$ cat src/rtl/maq_contador.sv
// Two-digit BCD modulo-MOD up/down counter with synchronous clear and range-checked load.
// Carry, borrow and load-error are registered one-cycle pulses, so they can drive the next stage's enable.
module maq_contador #(
   parameter int MOD   = 60,
   parameter int MSD_W = 3
) (
   input  logic             maqc_clock,
   input  logic             maqc_reset,
   input  logic             maqc_enable,
   input  logic             maqc_down,
   input  logic             maqc_clear,
   input  logic             maqc_load,
   input  logic [3:0]       maqc_load_lsd,
   input  logic [MSD_W-1:0] maqc_load_msd,
   output logic [3:0]       maqc_lsd,
   output logic [MSD_W-1:0] maqc_msd,
   output logic             maqc_carry,
   output logic             maqc_borrow,
   output logic             maqc_load_err
);

   localparam logic [3:0]       TERM_LSD = 4'((MOD - 1) % 10);
   localparam logic [MSD_W-1:0] TERM_MSD = MSD_W'((MOD - 1) / 10);
   localparam logic [MSD_W-1:0] MSD_ONE  = MSD_W'(1);

   if (MOD < 2 || MOD > 100 || ((MOD - 1) / 10) >= (2 ** MSD_W)) begin : g_bad_param
      $error("maq_contador: illegal MOD/MSD_W combination");
   end

   logic             is_term;
   logic             is_zero;
   logic             out_of_range;
   logic             load_ok;
   logic [3:0]       lsd_nxt;
   logic [MSD_W-1:0] msd_nxt;
   logic             carry_nxt;
   logic             borrow_nxt;
   logic             err_nxt;

   // All range tests are digit-wise, so no binary value of the count is ever formed.
   assign is_term      = (maqc_msd == TERM_MSD) && (maqc_lsd == TERM_LSD);
   assign is_zero      = (maqc_msd == '0) && (maqc_lsd == 4'd0);
   assign out_of_range = (maqc_lsd > 4'd9) || (maqc_msd > TERM_MSD) ||
                         ((maqc_msd == TERM_MSD) && (maqc_lsd > TERM_LSD));
   assign load_ok      = (maqc_load_lsd <= 4'd9) &&
                         ((maqc_load_msd < TERM_MSD) ||
                          ((maqc_load_msd == TERM_MSD) && (maqc_load_lsd <= TERM_LSD)));

   always_comb begin
      // NOTE: every output of this block is defaulted first, so no path leaves one unassigned and no latch is inferred.
      lsd_nxt    = maqc_lsd;
      msd_nxt    = maqc_msd;
      carry_nxt  = 1'b0;
      borrow_nxt = 1'b0;
      err_nxt    = 1'b0;
      if (maqc_clear) begin
         lsd_nxt = 4'd0;
         msd_nxt = '0;
      end else if (maqc_load) begin
         if (load_ok) begin
            lsd_nxt = maqc_load_lsd;
            msd_nxt = maqc_load_msd;
         end else begin
            err_nxt = 1'b1;
         end
      end else if (maqc_enable) begin
         if (!maqc_down) begin
            if (out_of_range) begin
               lsd_nxt = 4'd0;
               msd_nxt = '0;
            end else if (is_term) begin
               lsd_nxt   = 4'd0;
               msd_nxt   = '0;
               carry_nxt = 1'b1;
            end else if (maqc_lsd == 4'd9) begin
               lsd_nxt = 4'd0;
               msd_nxt = maqc_msd + MSD_ONE;
            end else begin
               lsd_nxt = maqc_lsd + 4'd1;
            end
         end else begin
            if (out_of_range) begin
               lsd_nxt = TERM_LSD;
               msd_nxt = TERM_MSD;
            end else if (is_zero) begin
               lsd_nxt    = TERM_LSD;
               msd_nxt    = TERM_MSD;
               borrow_nxt = 1'b1;
            end else if (maqc_lsd == 4'd0) begin
               lsd_nxt = 4'd9;
               msd_nxt = maqc_msd - MSD_ONE;
            end else begin
               lsd_nxt = maqc_lsd - 4'd1;
            end
         end
      end
   end

   always_ff @(posedge maqc_clock or negedge maqc_reset) begin
      if (!maqc_reset) begin
         maqc_lsd      <= 4'd0;
         maqc_msd      <= '0;
         maqc_carry    <= 1'b0;
         maqc_borrow   <= 1'b0;
         maqc_load_err <= 1'b0;
      end else begin
         maqc_lsd      <= lsd_nxt;
         maqc_msd      <= msd_nxt;
         maqc_carry    <= carry_nxt;
         maqc_borrow   <= borrow_nxt;
         maqc_load_err <= err_nxt;
      end
   end

endmodule

$ cat config.mk
export PLATFORM = sky130hd
export DESIGN_NAME = maq_contador
export DESIGN_NICKNAME = d
export VERILOG_FILES = /design/src/rtl/maq_contador.sv
export SDC_FILE = /design/constraint.sdc
export NUM_CORES = 1
export LEC_CHECK = 0
export ABC_AREA = 1
export ABC_CLOCK_PERIOD_IN_PS = 3450
export CORE_AREA = 2 2 50 71
export DETAILED_ROUTE_END_ITERATION = 8
export DIE_AREA = 0 0 52 73
export GPL_ROUTABILITY_DRIVEN = 0
export PLACE_DENSITY = 0.49
export SLEW_MARGIN = 40
export SYNTH_ARGS = -nofsm -noshare
export SYNTH_HDL_FRONTEND = slang
export SYNTH_SLANG_ARGS = --single-unit
export TNS_END_PERCENT = 10
$ cat constraint.sdc
create_clock -name maqc_clock -period 3.45 [get_ports maqc_clock]
set_input_delay 0.69 -clock maqc_clock [delete_from_list [all_inputs] [get_ports maqc_clock]]
set_output_delay 0.69 -clock maqc_clock [all_outputs]
set_load 0.005 [all_outputs]
==> results of run 1 <==
[cell usage in the layout, fill, tap and decap left out, drive strengths merged, types with 4 or more instances in the layout]
master	synthesis	routed
nand2	57	57
nor2	32	32
clkdlybuf4s50	0	22
inv	18	18
nand3	11	11
dfrtp	10	10
o21ai	7	7
nand4	4	4
ha	4	4
[state kept, by name, indices dropped and copies added, names as in the netlist]
register	flops
maqc_lsd	4
maqc_msd	3
maqc_borrow	1
maqc_carry	1
maqc_load_err	1
[worst max-delay path, stage by stage]
cell	delay, ns
sky130_fd_sc_hd__clkdlybuf4s50_1	0.72
sky130_fd_sc_hd__inv_1	0.21
sky130_fd_sc_hd__nor2_1	0.18
sky130_fd_sc_hd__nand4_1	0.17
sky130_fd_sc_hd__nand3_2	0.18
sky130_fd_sc_hd__nor2_1	0.06
sky130_fd_sc_hd__nand2_1	0.06
sky130_fd_sc_hd__nand2_1	0.04
[routing by layer]
metal,share of wire [%],track usage (%)
met2,53,27.0
met5,0,0
met1,42,17.3
met3,3.7,1.84
met4,1.4,4.39
[cell type report]
class                   count  area (um^2)  area share (%)
multi-input cells         123          583            48.1
clock buffers               3         41.3            3.41
well taps                  40         50.0            4.13
inverters                  18         67.6            5.57
repair buffers             22          220            18.2
flip-flops and latches     10          250            20.6
[cell families after synthesis]
kind of cell               Yosys count
and+or+nand+nor                    108
buffers and inverters               20
AOI/OAI and AO/OA                   10
DFF                                 10
adders and majority gates            4
xor gates and xnor gates             1
[power groups by stage]
stage	clock [mW]	combinational, mW	sequential, mW
3_5_place_dp	0	0.218	0.160
5_1_grt	0.132	0.248	0.162
4_1_cts	0.129	0.220	0.159
3_3_place_gp	0	0.219	0.160
2_1_floorplan	0	0.141	0.154
6_report	0.128	0.218	0.159
[how the worst max path moves through the flow]
stage                       end  slack, ns  cells after the start
global placement    maqc_msd[2]       1.04                      8
CTS                 maqc_msd[2]       1.26                      8
floorplan           maqc_lsd[1]       1.99                      7
detailed placement  maqc_msd[2]       1.02                      8
finish              maqc_msd[2]       1.27                      8
global route        maqc_msd[0]       1.10                      8
[through the flow]
stage                     total power [mW]  instances  setup WS (ns)  utilization [%]  hold slack, ns
after floorplan                      0.295        153           1.99                -           0.394
after detailed placement             0.379        213           1.02             36.3           0.586
final                                0.505        216           1.27             37.6           0.590
after CTS                            0.507        216           1.26             37.6           0.598
after global routing                 0.542        216           1.10             37.6           0.649
after global placement               0.379        213           1.04             36.3           0.590
==> results_tabular.tex, run 1 <==
\begin{tabular}{lr}
\hline
Metric & Value \\
\hline
\multicolumn{2}{l}{\textbf{Power and ir drop}} \\
\quad Switching portion of total power & 40.0\% \\
\quad Cell internal pwr & 303 uW \\
\quad Leakage power total & 0.639 nW \\
\quad Worst IR drop on VDD & 0.176 mV \\
\quad Power per cell area & 416 nW/um\^{}2 \\
\quad Combinational share of power & 43.1\% \\
\quad Portion of total power attributed to the clock network & 25.5\% \\
\quad Reported net switching power & 202 uW \\
\quad Share of power burned in registers & 31.4\% \\
\multicolumn{2}{l}{\textbf{Logic synthesis}} \\
\quad Net Count, Synth & 170 \\
\quad Leading cell types by count after synthesis & sky130\_fd\_sc\_hd\_\_nand2\_1, sky130\_fd\_sc\_hd\_\_nor2\_1, sky130\_fd\_sc\_hd\_\_inv\_1 \\
\quad Count of warnings emitted by yosys & 0 \\
\quad Instance count of the mapped netlist & 153 \\
\quad Commonest register cell after synthesis & sky130\_fd\_sc\_hd\_\_dfrtp\_1 \\
\quad Cell type with the highest aggregate area in the netlist & sky130\_fd\_sc\_hd\_\_dfrtp\_1 \\
\quad Combinational family with the most area after synthesis & simple AND/OR/NAND/NOR gates \\
\quad Count of state elements after synthesis & 10 \\
\quad Asr flop ratio synth & 100\% \\
\quad Biggest area contributors in the synthesized netlist & sky130\_fd\_sc\_hd\_\_dfrtp\_1, sky130\_fd\_sc\_hd\_\_nand2\_1, sky130\_fd\_sc\_hd\_\_nor2\_1 \\
\quad Simple logic cell fraction of the synthesized area & 50.7\% \\
\quad Top cell type's share of synthesized area & 27.4\% \\
\quad Mean instance size in the synthesized netlist & 5.97 um\^{}2 \\
\quad Netlist area before placement & 913 um\^{}2 \\
\quad Number of flops mapped to enable cells by yosys & 0 \\
\quad Library cells used by synthesis & 22 \\
\quad Synth Area in Compound Gates & 6.71\% \\
\quad Synthesized-area fraction occupied by xor and xnor cells & 0.959\% \\
\quad Adder-cell share of the synthesized area & 5.48\% \\
\quad Sequential share of the synthesized area & 27.4\% \\
\quad Most numerous cell in the Yosys netlist & sky130\_fd\_sc\_hd\_\_nand2\_1 \\
\quad Multiplexer share of the synthesized area & 0\% \\
\multicolumn{2}{l}{\textbf{Clocking}} \\
\quad Post-cts sizing count & 0 \\
\quad H-tree depth & 1 \\
\quad Number of clock buffers inserted by TritonCTS & 3 \\
\quad Clock tree from TritonCTS & yes \\
\quad Buffers inserted by post-CTS timing repair & 0 \\
\quad Clk pin slew, worst setup/hold paths & 0.05 ns \\
\quad Clock insertion delay at the later pin of the skew report & 0.24 ns \\
\quad Count of clock tree sinks & 10 \\
\quad Post-CTS Hold Buffers & 0 \\
\quad Clock Tree Root & sky130\_fd\_sc\_hd\_\_clkbuf\_8 \\
\quad Clock Path Buffers & 2 \\
\multicolumn{2}{l}{\textbf{STA}} \\
\quad FMAX & 459 MHz \\
\quad Setup repair after global routing missed its margin & no \\
\quad Shortest clock period the worst path allows after layout & 2.18 ns \\
\quad Slew at the pin closest to its max-slew limit & 0.474 ns \\
\quad Worst slew margin & 68.3\% \\
\quad Period utilization & 63.1\% \\
\quad Total negative slack & 0 ns \\
\quad Setup Viol. Count Final & 0 \\
\quad Final hold violations & 0 \\
\quad Clock skew & 0.000531 ns \\
\quad Count of pins over their slew limit & 0 \\
\multicolumn{2}{l}{\textbf{Die}} \\
\quad Die outline area & 3800 um\^{}2 \\
\quad Area of the core region & 3220 um\^{}2 \\
\quad Number of placement rows & 25 \\
\quad Starting Density & 28.3\% \\
\quad Vertical die dimension & 73 um \\
\quad Number of top-level pins & 23 \\
\quad Die X & 52 um \\
\multicolumn{2}{l}{\textbf{GRT}} \\
\quad Aggregate global routing overflow & 0 \\
\quad Maximum number of pins on one net before global-route repair & 15 \\
\quad Global-route wire length before repair & 4.22 mm \\
\quad Number of global-route vias before repair & 964 \\
\quad Antenna violations before repair & 0 \\
\quad Overall Global Routing Usage & 14.7\% \\
\multicolumn{2}{l}{\textbf{Worst hold path}} \\
\quad Startpoint of the tightest hold check path & maqc\_msd[1] \\
\quad Type of the most critical hold path & flop to flop \\
\quad Count of cells along the worst hold path & 2 \\
\quad Hold-critical path endpoint & maqc\_msd[1] \\
\multicolumn{2}{l}{\textbf{Place}} \\
\quad Half-perimeter wire length after detailed placement & 2.12 mm \\
\quad Count of buffers from port buffering & 22 \\
\quad Instance area at placement & 1170 um\^{}2 \\
\multicolumn{2}{l}{\textbf{Cells and area}} \\
\quad Final design area excluding fillers & 1210 um\^{}2 \\
\quad Fill count & 352 \\
\quad Number of nets in the layout & 195 \\
\quad Count of inserted antenna diode cells & 0 \\
\quad Share of cells above drive strength 1 & 7.95\% \\
\quad Area overhead of the layout relative to synthesis & 32.7\% \\
\multicolumn{2}{l}{\textbf{Job}} \\
\quad Total of max-cap violations & 0 \\
\multicolumn{2}{l}{\textbf{Route}} \\
\quad Count of vias placed by the detailed router & 1022 \\
\quad First-pass iteration count of the detailed router & 4 \\
\quad Violation count after the first detailed-routing iteration & 13 \\
\quad Vias per Instance & 4.73 \\
\quad Total wirelength of the detailed-routed design & 2.63 mm \\
\quad Routed Antenna Nets & 0 \\
\quad Routed length per instance & 12.2 um \\
\quad Drt drc & 0 \\
\multicolumn{2}{l}{\textbf{Critical path}} \\
\quad Data arrival time of the critical path & 2.31 ns \\
\quad Crit Path Class & input port to flop \\
\quad FF-to-FF Start & maqc\_msd[1] \\
\quad Depth of the worst register-to-register path & 11 \\
\quad Capturing point of the worst reg2reg path & maqc\_msd[0] \\
\quad Crit start category & input port \\
\quad Setup crit end kind & flop \\
\quad Critical Path Source & maqc\_down \\
\quad R2R setup slack & 1.69 ns \\
\quad Worst-path fanout max & 11 \\
\quad Worst Path Required & 3.58 ns \\
\multicolumn{2}{l}{\textbf{Status}} \\
\quad Status & finished, final reports clean \\
\hline
\end{tabular}
(Power assumes the default switching activity.)
==> run 2: changes to the inputs <==
--- a/config.mk
+++ b/config.mk
@@ -6,12 +6,12 @@
 export NUM_CORES = 1
 export LEC_CHECK = 0
 export ABC_AREA = 1
-export ABC_CLOCK_PERIOD_IN_PS = 3450
+export ABC_CLOCK_PERIOD_IN_PS = 1750
 export CORE_AREA = 2 2 50 71
 export DETAILED_ROUTE_END_ITERATION = 8
 export DIE_AREA = 0 0 52 73
 export GPL_ROUTABILITY_DRIVEN = 0
-export PLACE_DENSITY = 0.49
+export PLACE_DENSITY = 0.51
 export SLEW_MARGIN = 40
 export SYNTH_ARGS = -nofsm -noshare
 export SYNTH_HDL_FRONTEND = slang
==> constraint.sdc (replaced) <==
create_clock -name maqc_clock -period 1.75 [get_ports maqc_clock]
set_input_delay 0.35 -clock maqc_clock [delete_from_list [all_inputs] [get_ports maqc_clock]]
set_output_delay 0.35 -clock maqc_clock [all_outputs]
set_load 0.005 [all_outputs]
==> results_tabular.tex, run 2 (synthesized netlist as in run 1, its figures left out) <==
\begin{tabular}{lr}
\hline
Metric & Value \\
\hline
\multicolumn{2}{l}{\textbf{Critical path}} \\
\quad FF-to-FF Start & maqc\_msd[1] \\
\quad Cell class contributing the biggest share of worst-path delay & buffers and inverters \\
\quad Depth of the worst register-to-register path & 11 (unchanged) \\
\quad Worst Path Required & 1.40 ns (-2.18 ns) \\
\quad Crit Path Class & flop to output port \\
\quad Setup crit end kind & output port \\
\quad Worst-path fanout max & 7 (-4) \\
\quad Longest individual stage delay on the worst path & 0.56 ns (-0.16 ns) \\
\quad Crit path buf inv count & 1 (-1) \\
\quad R2R setup slack & 0.19 ns (-1.50 ns) \\
\quad Crit start category & flop \\
\quad Crit path max-delay cell type & sky130\_fd\_sc\_hd\_\_clkdlybuf4s50\_1 \\
\quad Data arrival time of the critical path & 1.29 ns (-1.02 ns) \\
\quad Cells along the critical path & clkdlybuf4s50\_1 \\
\quad Capturing point of the worst reg2reg path & maqc\_lsd[3] \\
\multicolumn{2}{l}{\textbf{STA}} \\
\quad Slew at the pin closest to its max-slew limit & 0.474 ns (+0.000546 ns) \\
\quad Final hold violations & 0 (unchanged) \\
\quad Count of pins over their slew limit & 0 (unchanged) \\
\quad Setup Viol. Count Final & 0 (unchanged) \\
\quad Period utilization & 93.9\% \\
\quad Total negative slack & 0 ns (unchanged) \\
\quad Shortest clock period the worst path allows after layout & 1.64 ns \\
\quad Worst slew margin & 68.3\% (about the same) \\
\quad Final hold slack & 0.438 ns (-0.152 ns) \\
\quad Setup repair after global routing missed its margin & no \\
\quad FMAX & 608 MHz \\
\quad Clock skew & 0.00437 ns (+0.00384 ns) \\
\multicolumn{2}{l}{\textbf{Power and ir drop}} \\
\quad Portion of total power attributed to the clock network & 24.2\% (-1.3 points) \\
\quad Share of power burned in registers & 30.0\% (-1.4 points) \\
\quad Worst IR drop on VDD & 0.422 mV (+140\%) \\
\quad Leakage power total & 0.681 nW (+6.6\%) \\
\quad Reported net switching power & 390 uW (+94\%) \\
\quad Switching portion of total power & 38.6\% (-1.3 points) \\
\quad Cell internal pwr & 620 uW (+100\%) \\
\quad Power per cell area & 786 nW/um\^{}2 (+89\%) \\
\quad Combinational share of power & 45.8\% (+2.7 points) \\
\quad Total power after layout & 1.01 mW (+100\%) \\
\multicolumn{2}{l}{\textbf{Cells and area}} \\
\quad Count of inserted antenna diode cells & 0 (unchanged) \\
\quad Share of cells above drive strength 1 & 13.5\% (+5.6 points) \\
\quad Commonest non-fill, non-tap cell in the layout & sky130\_fd\_sc\_hd\_\_nand2\_1 \\
\quad Top register by number of flip-flops & maqc\_lsd \\
\quad Max reg flops & 4 (unchanged) \\
\quad Area overhead of the layout relative to synthesis & 40.7\% \\
\quad Most frequent cells in the layout & sky130\_fd\_sc\_hd\_\_nand2\_1, sky130\_fd\_sc\_hd\_\_nor2\_1, sky130\_fd\_sc\_hd\_\_clkdlybuf4s50\_1, sky130\_fd\_sc\_hd\_\_inv\_1 \\
\quad Number of nets in the layout & 204 (+4.6\%) \\
\quad Count of non-filler cells in the finished layout & 225 (+4.2\%) \\
\quad Largest registers & maqc\_lsd: 4 flops, maqc\_msd: 3 flops \\
\multicolumn{2}{l}{\textbf{Place}} \\
\quad Placed Cells incl. Taps & 222 (+4.2\%) \\
\quad Count of buffers from port buffering & 22 (unchanged) \\
\quad Half-perimeter wire length after detailed placement & 2.17 mm (+2.4\%) \\
\multicolumn{2}{l}{\textbf{Route}} \\
\quad First-pass iteration count of the detailed router & 4 (unchanged) \\
\quad Routed length per instance & 11.5 um (-5.3\%) \\
\quad Total wirelength of the detailed-routed design & 2.59 mm (-1.4\%) \\
\quad Count of vias placed by the detailed router & 1030 (+0.78\%) \\
\quad Violation count after the first detailed-routing iteration & 19 (+6) \\
\quad Vias per Instance & 4.58 (-3.2\%) \\
\quad Routed Antenna Nets & 0 (unchanged) \\
\quad Drt drc & 0 (unchanged) \\
\multicolumn{2}{l}{\textbf{Die}} \\
\quad Starting Density & 28.3\% (unchanged) \\
\quad Die X & 52 um (unchanged) \\
\quad Area of the core region & 3220 um\^{}2 (unchanged) \\
\quad Vertical die dimension & 73 um (unchanged) \\
\quad Number of placement rows & 25 (unchanged) \\
\quad Die outline area & 3800 um\^{}2 (unchanged) \\
\quad Number of top-level pins & 23 (unchanged) \\
\multicolumn{2}{l}{\textbf{Clocking}} \\
\quad Clock tree from TritonCTS & yes \\
\quad Number of clock buffers inserted by TritonCTS & 3 (unchanged) \\
\quad Clock insertion delay at the later pin of the skew report & 0.24 ns (about the same) \\
\quad Clk pin slew, worst setup/hold paths & 0.05 ns (about the same) \\
\quad Clock Path Buffers & 2 (unchanged) \\
\quad Clock Tree Root & sky130\_fd\_sc\_hd\_\_clkbuf\_8 \\
\quad H-tree depth & 1 (unchanged) \\
\quad Count of clock tree sinks & 10 (unchanged) \\
\multicolumn{2}{l}{\textbf{GRT}} \\
\quad Global-route wire length before repair & 4.32 mm (+2.3\%) \\
\quad Number of global-route vias before repair & 1003 (+4.0\%) \\
\quad Overall Global Routing Usage & 14.8\% (+0.090 points) \\
\quad Antenna violations before repair & 0 (unchanged) \\
\quad Maximum number of pins on one net before global-route repair & 11 (-4) \\
\quad Aggregate global routing overflow & 0 (unchanged) \\
\multicolumn{2}{l}{\textbf{Worst hold path}} \\
\quad Type of the most critical hold path & input port to asynchronous set/reset pin \\
\multicolumn{2}{l}{\textbf{Status}} \\
\quad Status & finished, final reports clean \\
\multicolumn{2}{l}{\textbf{Job}} \\
\quad Total of max-cap violations & 0 (unchanged) \\
\hline
\end{tabular}
run 2: changes by cell type in the layout (fill, tap and decap cells not counted), sizes merged:
cell,delta
buf,+9
run 2: worst max path at each step:
stage	depth (start not counted)	from	slack, ns	endpoint
after floorplan	12	maqc_msd[1]	0.31	maqc_msd[2]
after global placement	9	maqc_load	0.02	maqc_lsd[1]
after detailed placement	9	maqc_load	0.01	maqc_msd[2]
after CTS	1	maqc_msd[2]	0.09	maqc_msd[2]
after global routing	11	maqc_msd[1]	0.02	maqc_msd[0]
final	1	maqc_msd[2]	0.11	maqc_msd[2]
run 2: cell type report:
type | count | area, um^2
sequential | 10 | 250
fill | 355 | 1940
clock buffer | 3 | 41.3
multi-input combinational | 123 | 588
inverter | 18 | 67.6
timing repair buffer | 31 | 288
tap | 40 | 50.0
run 2: power by group through the flow:
stage / clock network (mW) / logic [mW] / registers, mW
finish: 0.245 / 0.463 / 0.303
global route: 0.255 / 0.532 / 0.310
CTS: 0.246 / 0.466 / 0.303
detailed placement: 0 / 0.463 / 0.307
global placement: 0 / 0.461 / 0.307
floorplan: 0 / 0.278 / 0.303
run 2: metal layers:
| layer | vias to the layer above | routed length, um | track usage [%] |
|---|---|---|---|
| met5 | - | 0 | 0 |
| met3 | 4 | 78 | 2.46 |
| met2 | 20 | 1340 | 26.0 |
| met1 | 462 | 1140 | 18.4 |
| li1 | 544 | - | - |
| met4 | 0 | 30 | 3.80 |
run 2: worst register-to-register path: cells and delay by family, from the launching register on:
| kind | cells | cell delay, ns |
|---|---|---|
| adders and majority gates | 1 | 0.22 |
| buffers and inverters | 1 | 0.12 |
| DFF | 1 | 0.39 |
| and+or+nand+nor | 9 | 0.72 |
run 2: stage by stage:
step | setup slack, ns | util [%] | cell area, um^2
CTS | 0.0922 | 39.7 | 1280
detailed placement | 0.0139 | 38.4 | 1240
global placement | 0.0186 | 38.4 | 1240
floorplan | 0.311 | - | 913
global route | 0.0231 | 39.9 | 1280
finish | 0.106 | 39.9 | 1280
run 2: timing repair:
item,in CTS,in global routing
gates resized for setup,0,2
hold buffers,0,0
setup buffers,0,0
setup endpoints to repair,0,1
==> run 3: changes to the inputs <==
--- a/config.mk
+++ b/config.mk
@@ -6,7 +6,7 @@
 export NUM_CORES = 1
 export LEC_CHECK = 0
 export ABC_AREA = 1
-export ABC_CLOCK_PERIOD_IN_PS = 1750
+export ABC_CLOCK_PERIOD_IN_PS = 1400
 export CORE_AREA = 2 2 50 71
 export DETAILED_ROUTE_END_ITERATION = 8
 export DIE_AREA = 0 0 52 73
==> constraint.sdc (replaced) <==
create_clock -name maqc_clock -period 1.4 [get_ports maqc_clock]
set_input_delay 0.28 -clock maqc_clock [delete_from_list [all_inputs] [get_ports maqc_clock]]
set_output_delay 0.28 -clock maqc_clock [all_outputs]
set_load 0.005 [all_outputs]
==> results_tabular.tex, run 3 (synthesized netlist as in run 1, its figures left out) <==
\begin{tabular}{lr}
\hline
Metric & Value \\
\hline
\multicolumn{2}{l}{\textbf{STA}} \\
\quad Setup repair after global routing missed its margin & yes \\
\quad Shortest clock period the worst path allows after layout & 1.46 ns \\
\quad Slew at the pin closest to its max-slew limit & 0.482 ns (+0.00796 ns) \\
\quad Worst slew margin & 67.7\% (-0.53 points) \\
\quad Count of pins over their slew limit & 0 (unchanged) \\
\quad Final hold slack & 0.375 ns (-0.0630 ns) \\
\quad Period utilization & 104\% \\
\quad FMAX & 685 MHz \\
\quad Final hold violations & 0 (unchanged) \\
\quad Setup slack after layout & -0.0600 ns (-0.166 ns) \\
\quad Setup Viol. Count Final & 6 (+6) \\
\quad Clock skew & 0.00366 ns (-0.000707 ns) \\
\multicolumn{2}{l}{\textbf{Die}} \\
\quad Vertical die dimension & 73 um (unchanged) \\
\quad Area of the core region & 3220 um\^{}2 (unchanged) \\
\quad Die outline area & 3800 um\^{}2 (unchanged) \\
\quad Die X & 52 um (unchanged) \\
\quad Starting Density & 28.3\% (unchanged) \\
\quad Number of top-level pins & 23 (unchanged) \\
\quad Number of placement rows & 25 (unchanged) \\
\multicolumn{2}{l}{\textbf{Cells and area}} \\
\quad Number of nets in the layout & 219 (+7.4\%) \\
\quad Count of non-filler cells in the finished layout & 241 (+7.1\%) \\
\quad Max reg flops & 4 (unchanged) \\
\quad Largest registers & maqc\_lsd: 4 flops, maqc\_msd: 3 flops \\
\quad Count of inserted antenna diode cells & 0 (unchanged) \\
\quad Fill count & 343 (-3.4\%) \\
\quad Area overhead of the layout relative to synthesis & 64.2\% \\
\quad Most frequent cells in the layout & sky130\_fd\_sc\_hd\_\_nand2\_1, sky130\_fd\_sc\_hd\_\_nor2\_1, sky130\_fd\_sc\_hd\_\_buf\_4, sky130\_fd\_sc\_hd\_\_clkdlybuf4s50\_1, sky130\_fd\_sc\_hd\_\_inv\_1 \\
\quad Top register by number of flip-flops & maqc\_lsd \\
\quad Final design area excluding fillers & 1500 um\^{}2 (+17\%) \\
\quad Multi-input combinational cell area & 673 um\^{}2 (+14\%) \\
\quad Share of cells above drive strength 1 & 32.3\% (+19 points) \\
\quad Commonest non-fill, non-tap cell in the layout & sky130\_fd\_sc\_hd\_\_nand2\_1 \\
\quad FF+latch area & 255 um\^{}2 (+2.0\%) \\
\multicolumn{2}{l}{\textbf{Power and ir drop}} \\
\quad Leakage power total & 0.789 nW (+16\%) \\
\quad Worst IR drop on VDD & 0.738 mV (+75\%) \\
\quad Total power after layout & 1.50 mW (+49\%) \\
\quad Power per cell area & 1000 nW/um\^{}2 (+27\%) \\
\multicolumn{2}{l}{\textbf{Job}} \\
\quad Total of max-cap violations & 0 (unchanged) \\
\multicolumn{2}{l}{\textbf{Worst hold path}} \\
\quad Type of the most critical hold path & input port to asynchronous set/reset pin \\
\multicolumn{2}{l}{\textbf{Clocking}} \\
\quad Post-CTS Hold Buffers & 0 (unchanged) \\
\quad Clock Path Buffers & 2 (unchanged) \\
\quad Clock tree from TritonCTS & yes \\
\quad Number of clock buffers inserted by TritonCTS & 3 (unchanged) \\
\quad Clock Tree Root & sky130\_fd\_sc\_hd\_\_clkbuf\_8 \\
\quad Clock insertion delay at the later pin of the skew report & 0.23 ns (about the same) \\
\quad Count of clock tree sinks & 10 (unchanged) \\
\quad H-tree depth & 1 (unchanged) \\
\quad Clk pin slew, worst setup/hold paths & 0.05 ns (about the same) \\
\multicolumn{2}{l}{\textbf{Critical path}} \\
\quad Depth of the worst register-to-register path & 11 (unchanged) \\
\quad Most Frequent Cell on Critical Path & sky130\_fd\_sc\_hd\_\_nand2\_1 \\
\quad Setup crit end kind & flop \\
\quad Cell class contributing the biggest share of worst-path delay & simple AND/OR/NAND/NOR gates \\
\quad Cell count along the critical path & 11 (+10) \\
\quad Crit path max-delay cell type & sky130\_fd\_sc\_hd\_\_dfrtp\_1 \\
\quad Data arrival time of the critical path & 1.59 ns (+0.30 ns) \\
\quad Crit Path Class & flop to flop \\
\quad Cells along the critical path & inv\_2 -> ha\_4 -> inv\_1 -> nand2\_2 -> nor2\_4 -> nor2\_4 -> nand2\_1 -> a21oi\_2 -> nand2\_1 -> nand2\_1 -> nand2\_1 \\
\quad R2R setup slack & -0.06 ns (-0.25 ns) \\
\quad FF-to-FF Start & maqc\_msd[1] \\
\quad Capturing point of the worst reg2reg path & maqc\_msd[0] \\
\quad Longest individual stage delay on the worst path & 0.40 ns (-0.16 ns) \\
\quad Crit path buf inv count & 2 (+1) \\
\quad Worst-path fanout max & 8 (+1) \\
\quad Crit start category & flop \\
\quad Worst Path Required & 1.53 ns (+0.13 ns) \\
\multicolumn{2}{l}{\textbf{GRT}} \\
\quad Aggregate global routing overflow & 0 (unchanged) \\
\quad Number of global-route vias before repair & 1106 (+10\%) \\
\quad Overall Global Routing Usage & 16.2\% (+1.4 points) \\
\quad Maximum number of pins on one net before global-route repair & 11 (unchanged) \\
\quad Antenna violations before repair & 0 (unchanged) \\
\quad Global-route wire length before repair & 4.72 mm (+9.3\%) \\
\multicolumn{2}{l}{\textbf{Place}} \\
\quad Placed Cells incl. Taps & 236 (+6.3\%) \\
\quad Half-perimeter wire length after detailed placement & 2.22 mm (+2.4\%) \\
\quad Count of buffers from port buffering & 22 (unchanged) \\
\quad Instance area at placement & 1350 um\^{}2 (+8.9\%) \\
\multicolumn{2}{l}{\textbf{Route}} \\
\quad Count of vias placed by the detailed router & 1121 (+8.8\%) \\
\quad Routed Antenna Nets & 0 (unchanged) \\
\quad Drt drc & 0 (unchanged) \\
\quad Total wirelength of the detailed-routed design & 2.80 mm (+7.8\%) \\
\quad Vias per Instance & 4.65 (+1.6\%) \\
\quad Violation count after the first detailed-routing iteration & 23 (+4) \\
\quad First-pass iteration count of the detailed router & 4 (unchanged) \\
\quad Routed length per instance & 11.6 um (+0.67\%) \\
\multicolumn{2}{l}{\textbf{Status}} \\
\quad Status & finished with violations \\
\quad Failing checks & setup timing \\
\hline
\end{tabular}
==> run 3: changes by cell type in the layout (fill, tap and decap cells not counted), sizes merged <==
cell,previous run,this run
dlygate4sd2,0,7
buf,9,24
clkbuf,3,4
clkdlybuf4s50,22,15
==> run 3: power by group <==
group | leakage (nW) | switching [mW] | internal [mW]
logic | 0.634 | 0.396 | 0.358
clock network | 0.0288 | 0.113 | 0.247
registers | 0.126 | 0.0600 | 0.328
==> run 3: area by class of cell <==
type	instances	area share, %
inverter	18	4.50
clock buffer	4	3.67
tap	40	3.34
sequential	10	17.0
timing repair buffer	46	26.6
multi-input combinational	123	44.9
==> run 3: worst max path at each step <==
stage,from,end
after CTS,maqc_msd[0],maqc_msd[0]
after global placement,maqc_load,maqc_lsd[1]
after floorplan,maqc_msd[1],maqc_msd[0]
final,maqc_msd[1],maqc_msd[0]
after detailed placement,maqc_load,maqc_lsd[1]
after global routing,maqc_msd[1],maqc_msd[2]
==> run 3: metal layers <==
layer	GRT usage [%]	share of wire [%]
met5	0	0
met4	2.92	0.82
met3	3.89	2.7
met2	29.3	55
met1	19.2	41
==> run 3: timing repair <==
item | 4_1_cts | 5_1_grt
resized for setup | 22 | 15
endpoints found under the setup margin | 14 | 8
buffers inserted | 3 | 0
pin swaps | 2 | 11
==> run 3: per-stage QoR <==
step / utilization, % / worst slack, ns / TNS [ns]
floorplan: - / 0.00629 / 0
global placement: 41.9 / -0.261 / -1.56
detailed placement: 41.9 / -0.301 / -1.83
CTS: 45.5 / -0.124 / -0.490
global route: 46.6 / -0.173 / -1.06
finish: 46.6 / -0.0600 / -0.208
==> patch: new RTL, flow settings as in run 3 <==
`MSD_W`: 3 -> 4.
--- a/src/rtl/maq_contador.sv
+++ b/src/rtl/maq_contador.sv
@@ -4,3 +4,3 @@
    parameter int MOD   = 60,
-   parameter int MSD_W = 3
+   parameter int MSD_W = 4
 ) (
Interface: changed (resized maqc_load_msd and maqc_msd); port bits go from 23 to 25. The function was not compared with the original's and may differ.
==> patch against run 3 <==
- the run still ends with setup timing left
- via count up 17%
- design area grew 21%
- total power up 37%
- wire length rose by 22%
- critical endpoint is now maqc_msd[2]
- setup slack lost 0.16 ns
- critical path depth shrank 3
- global-route usage up 3.5 points
- worst hold slack worse by 0.033 ns
- sequential cell count grew 1
- highest routed layer unchanged
- critical path type unchanged
- non-clock buffer count is 19 higher
- synthesized area up 15%
==> patch: results (changes against run 3) <==
* IR Drop Worst-Case VDD at 627 uV (-15%)
* Worst Clk Skew at 0.00218 ns (-0.00149 ns)
* Wire length of the first global-routing pass at 5590 microns (+18%)
* Largest stage delay, worst path at 0.45 ns (+0.05 ns)
* Least setup slack across all paths after layout at -0.224 ns (-0.164 ns)
* Count of yosys warnings during synthesis at 0 (unchanged)
* Path type of the worst min-delay path: primary input to asynchronous set/reset pin
* R2R depth at 8 (-3)
* Post-synth top cells: nand2_1 (47), nor2_1 (28), inv_1 (22), nand3_1 (13), dfrtp_1 (11)
* Antenna Cells at 0 (unchanged)
* Number of buffers created by CTS at 3 (unchanged)
* Total number of H-tree levels at 1 (unchanged)
* Static Leakage at 0.948 nW (+20%)
* Net count, final at 255 (+16%)
* Starting DRC count in detailed routing at 24 (+4.3%)
* Number of antenna violations at the first check in global routing at 0 (unchanged)
* Clock network latency to the later pin of the worst-skew pair at 0.24 ns
* Largest net degree at the start of global routing at 12 (+1)
* Count of final setup violators at 10 (+4)
* Bufs on Longest Clock Path at 2 (unchanged)
* Highest fanout seen on the critical path at 7 (-1)
* Number of max-slew violations in the final report at 0 (unchanged)
* Data arrival, critical path at 1.75 ns (+0.16 ns)
* Post-Syn Nets at 186 (+9.4%)
* Clock transition at the registers of the reported paths at 0.06 ns
* Post-detailed-placement half-perimeter wirelength at 2570 microns (+16%)
* Actual transition at the worst max-transition pin at 0.361 ns (-0.121 ns)
* Largest registers: maqc_lsd x4, maqc_msd x4
* Failing checks: setup timing
* Core region area at 3220 sq um (unchanged)
* Async set or reset register ratio after synthesis at 100% (unchanged)
* Cells taking the most area after synthesis: dfrtp_1 (26%), nand2_1 (17%), nor2_1 (10%)
* Launch point of the worst reg-to-reg path: maqc_lsd[1]
* Worst Hold Slack at 0.342 ns (-0.0333 ns)
* Routed wire per std cell at 12.3 microns (+6.3%)
* Number of detailed-routing iterations run before antenna repair at 4 (unchanged)
* Via density per instance at 4.74 (+2.0%)
* CTS Root Cell: clkbuf_8
* Quantity of I/O buffers inserted on ports at 24 (+9.1%)
* Number of distinct library cell variants in the gate-level netlist after synthesis at 28 (+27%)
* Fraction of final layout cells sized beyond drive strength 1 at 37.3% (+4.9 points)
* Setup total negative slack at -1.77 ns (-1.56 ns)
* Number of filler instances in the final layout at 316 (-7.9%)
* Combined global-route utilization of all metal layers at 19.7% (+3.5 points)
* Worst flop-to-flop path endpoint: maqc_msd[2]
* Number of global-route vias before repair at 1,269 (+15%)
* Standard cell with the maximum stage delay on the critical path: dfrtp_2
* Dominant synthesized flop cell: dfrtp_1
* Post-synthesis sequential area ratio at 26.3% (-1.1 points)
* Status: finished with violations
patch: changes by cell type after synthesis, sizes merged, moves of 2 or more:
cell,run 3,this run
a21oi,3,6
clkinv,0,3
inv,18,25
nand2,57,48
nand3,11,16
nand4,4,2
xor2,0,2
patch: cell type report:
| class | count | area, sq um | area share, % |
|---|---|---|---|
| clock buffer | 4 | 45.0 | 2.48 |
| inverter | 28 | 109 | 6.00 |
| multi-input combinational | 128 | 773 | 42.7 |
| sequential | 11 | 283 | 15.6 |
| tap | 40 | 50.0 | 2.76 |
| timing repair buffer | 65 | 553 | 30.5 |
patch: timing repair:
| action | CTS | global route |
|---|---|---|
| cloned | 1 | 0 |
| setup buffers | 5 | 1 |
| endpoints found under the setup margin | 18 | 12 |
| pin swaps | 13 | 6 |
| gates resized for setup | 40 | 6 |
patch: per-stage QoR:
| stage | setup WS (ns) | cells | utilization (%) | cell area (sq um) |
|---|---|---|---|---|
| final | -0.224 | 276 | 56.3 | 1810 |
| after floorplan | -0.0728 | 168 | - | 1060 |
| after global routing | -0.335 | 276 | 56.3 | 1810 |
| after detailed placement | -0.353 | 265 | 49.7 | 1600 |
| after global placement | -0.345 | 265 | 49.7 | 1600 |
| after CTS | -0.215 | 275 | 55.7 | 1800 |
patch: cells by family (layout without fill, tap and decap cells):
group	after synthesis	after routing	share of synthesized area (%)
fa+ha+maj	4	4	4.78
buf+inv	30	97	11.2
compound gates	16	16	9.81
xor+xnor	3	3	2.51
simple gates	104	105	45.3
flops	11	11	26.3
patch: layer usage:
metal	vias up	part of all wire, %	GRT usage [%]
met5	-	0	0
met4	0	1.7	6.73
met3	6	2.6	2.46
met1	608	38	21.6
met2	27	57	37.4
li1	668	-	-
patch: critical path, delay by kind of cell, from the launching register on:
kind,cells,cell delay (ns)
buf+inv,1,0.05
compound gates,1,0.35
flops,1,0.45
simple gates,6,0.67
patch: power breakdown:
part	switching (W)	leakage, nW	internal [W]
registers	0.0000836	0.135	0.000374
clock network	0.000136	0.0228	0.000201
logic	0.000641	0.790	0.000627
patch: worst max-delay path by stage:
| stage | start | endpoint | slack [ns] | cells after the start |
|---|---|---|---|---|
| finish | maqc_lsd[1] | maqc_msd[2] | -0.22 | 8 |
| global route | maqc_msd[0] | maqc_msd[0] | -0.33 | 10 |
| CTS | maqc_msd[0] | maqc_msd[1] | -0.22 | 9 |
| detailed placement | maqc_load_msd[2] | maqc_lsd[2] | -0.35 | 8 |
| global placement | maqc_load_msd[1] | maqc_lsd[2] | -0.34 | 8 |
| floorplan | maqc_msd[1] | maqc_msd[0] | -0.07 | 11 |
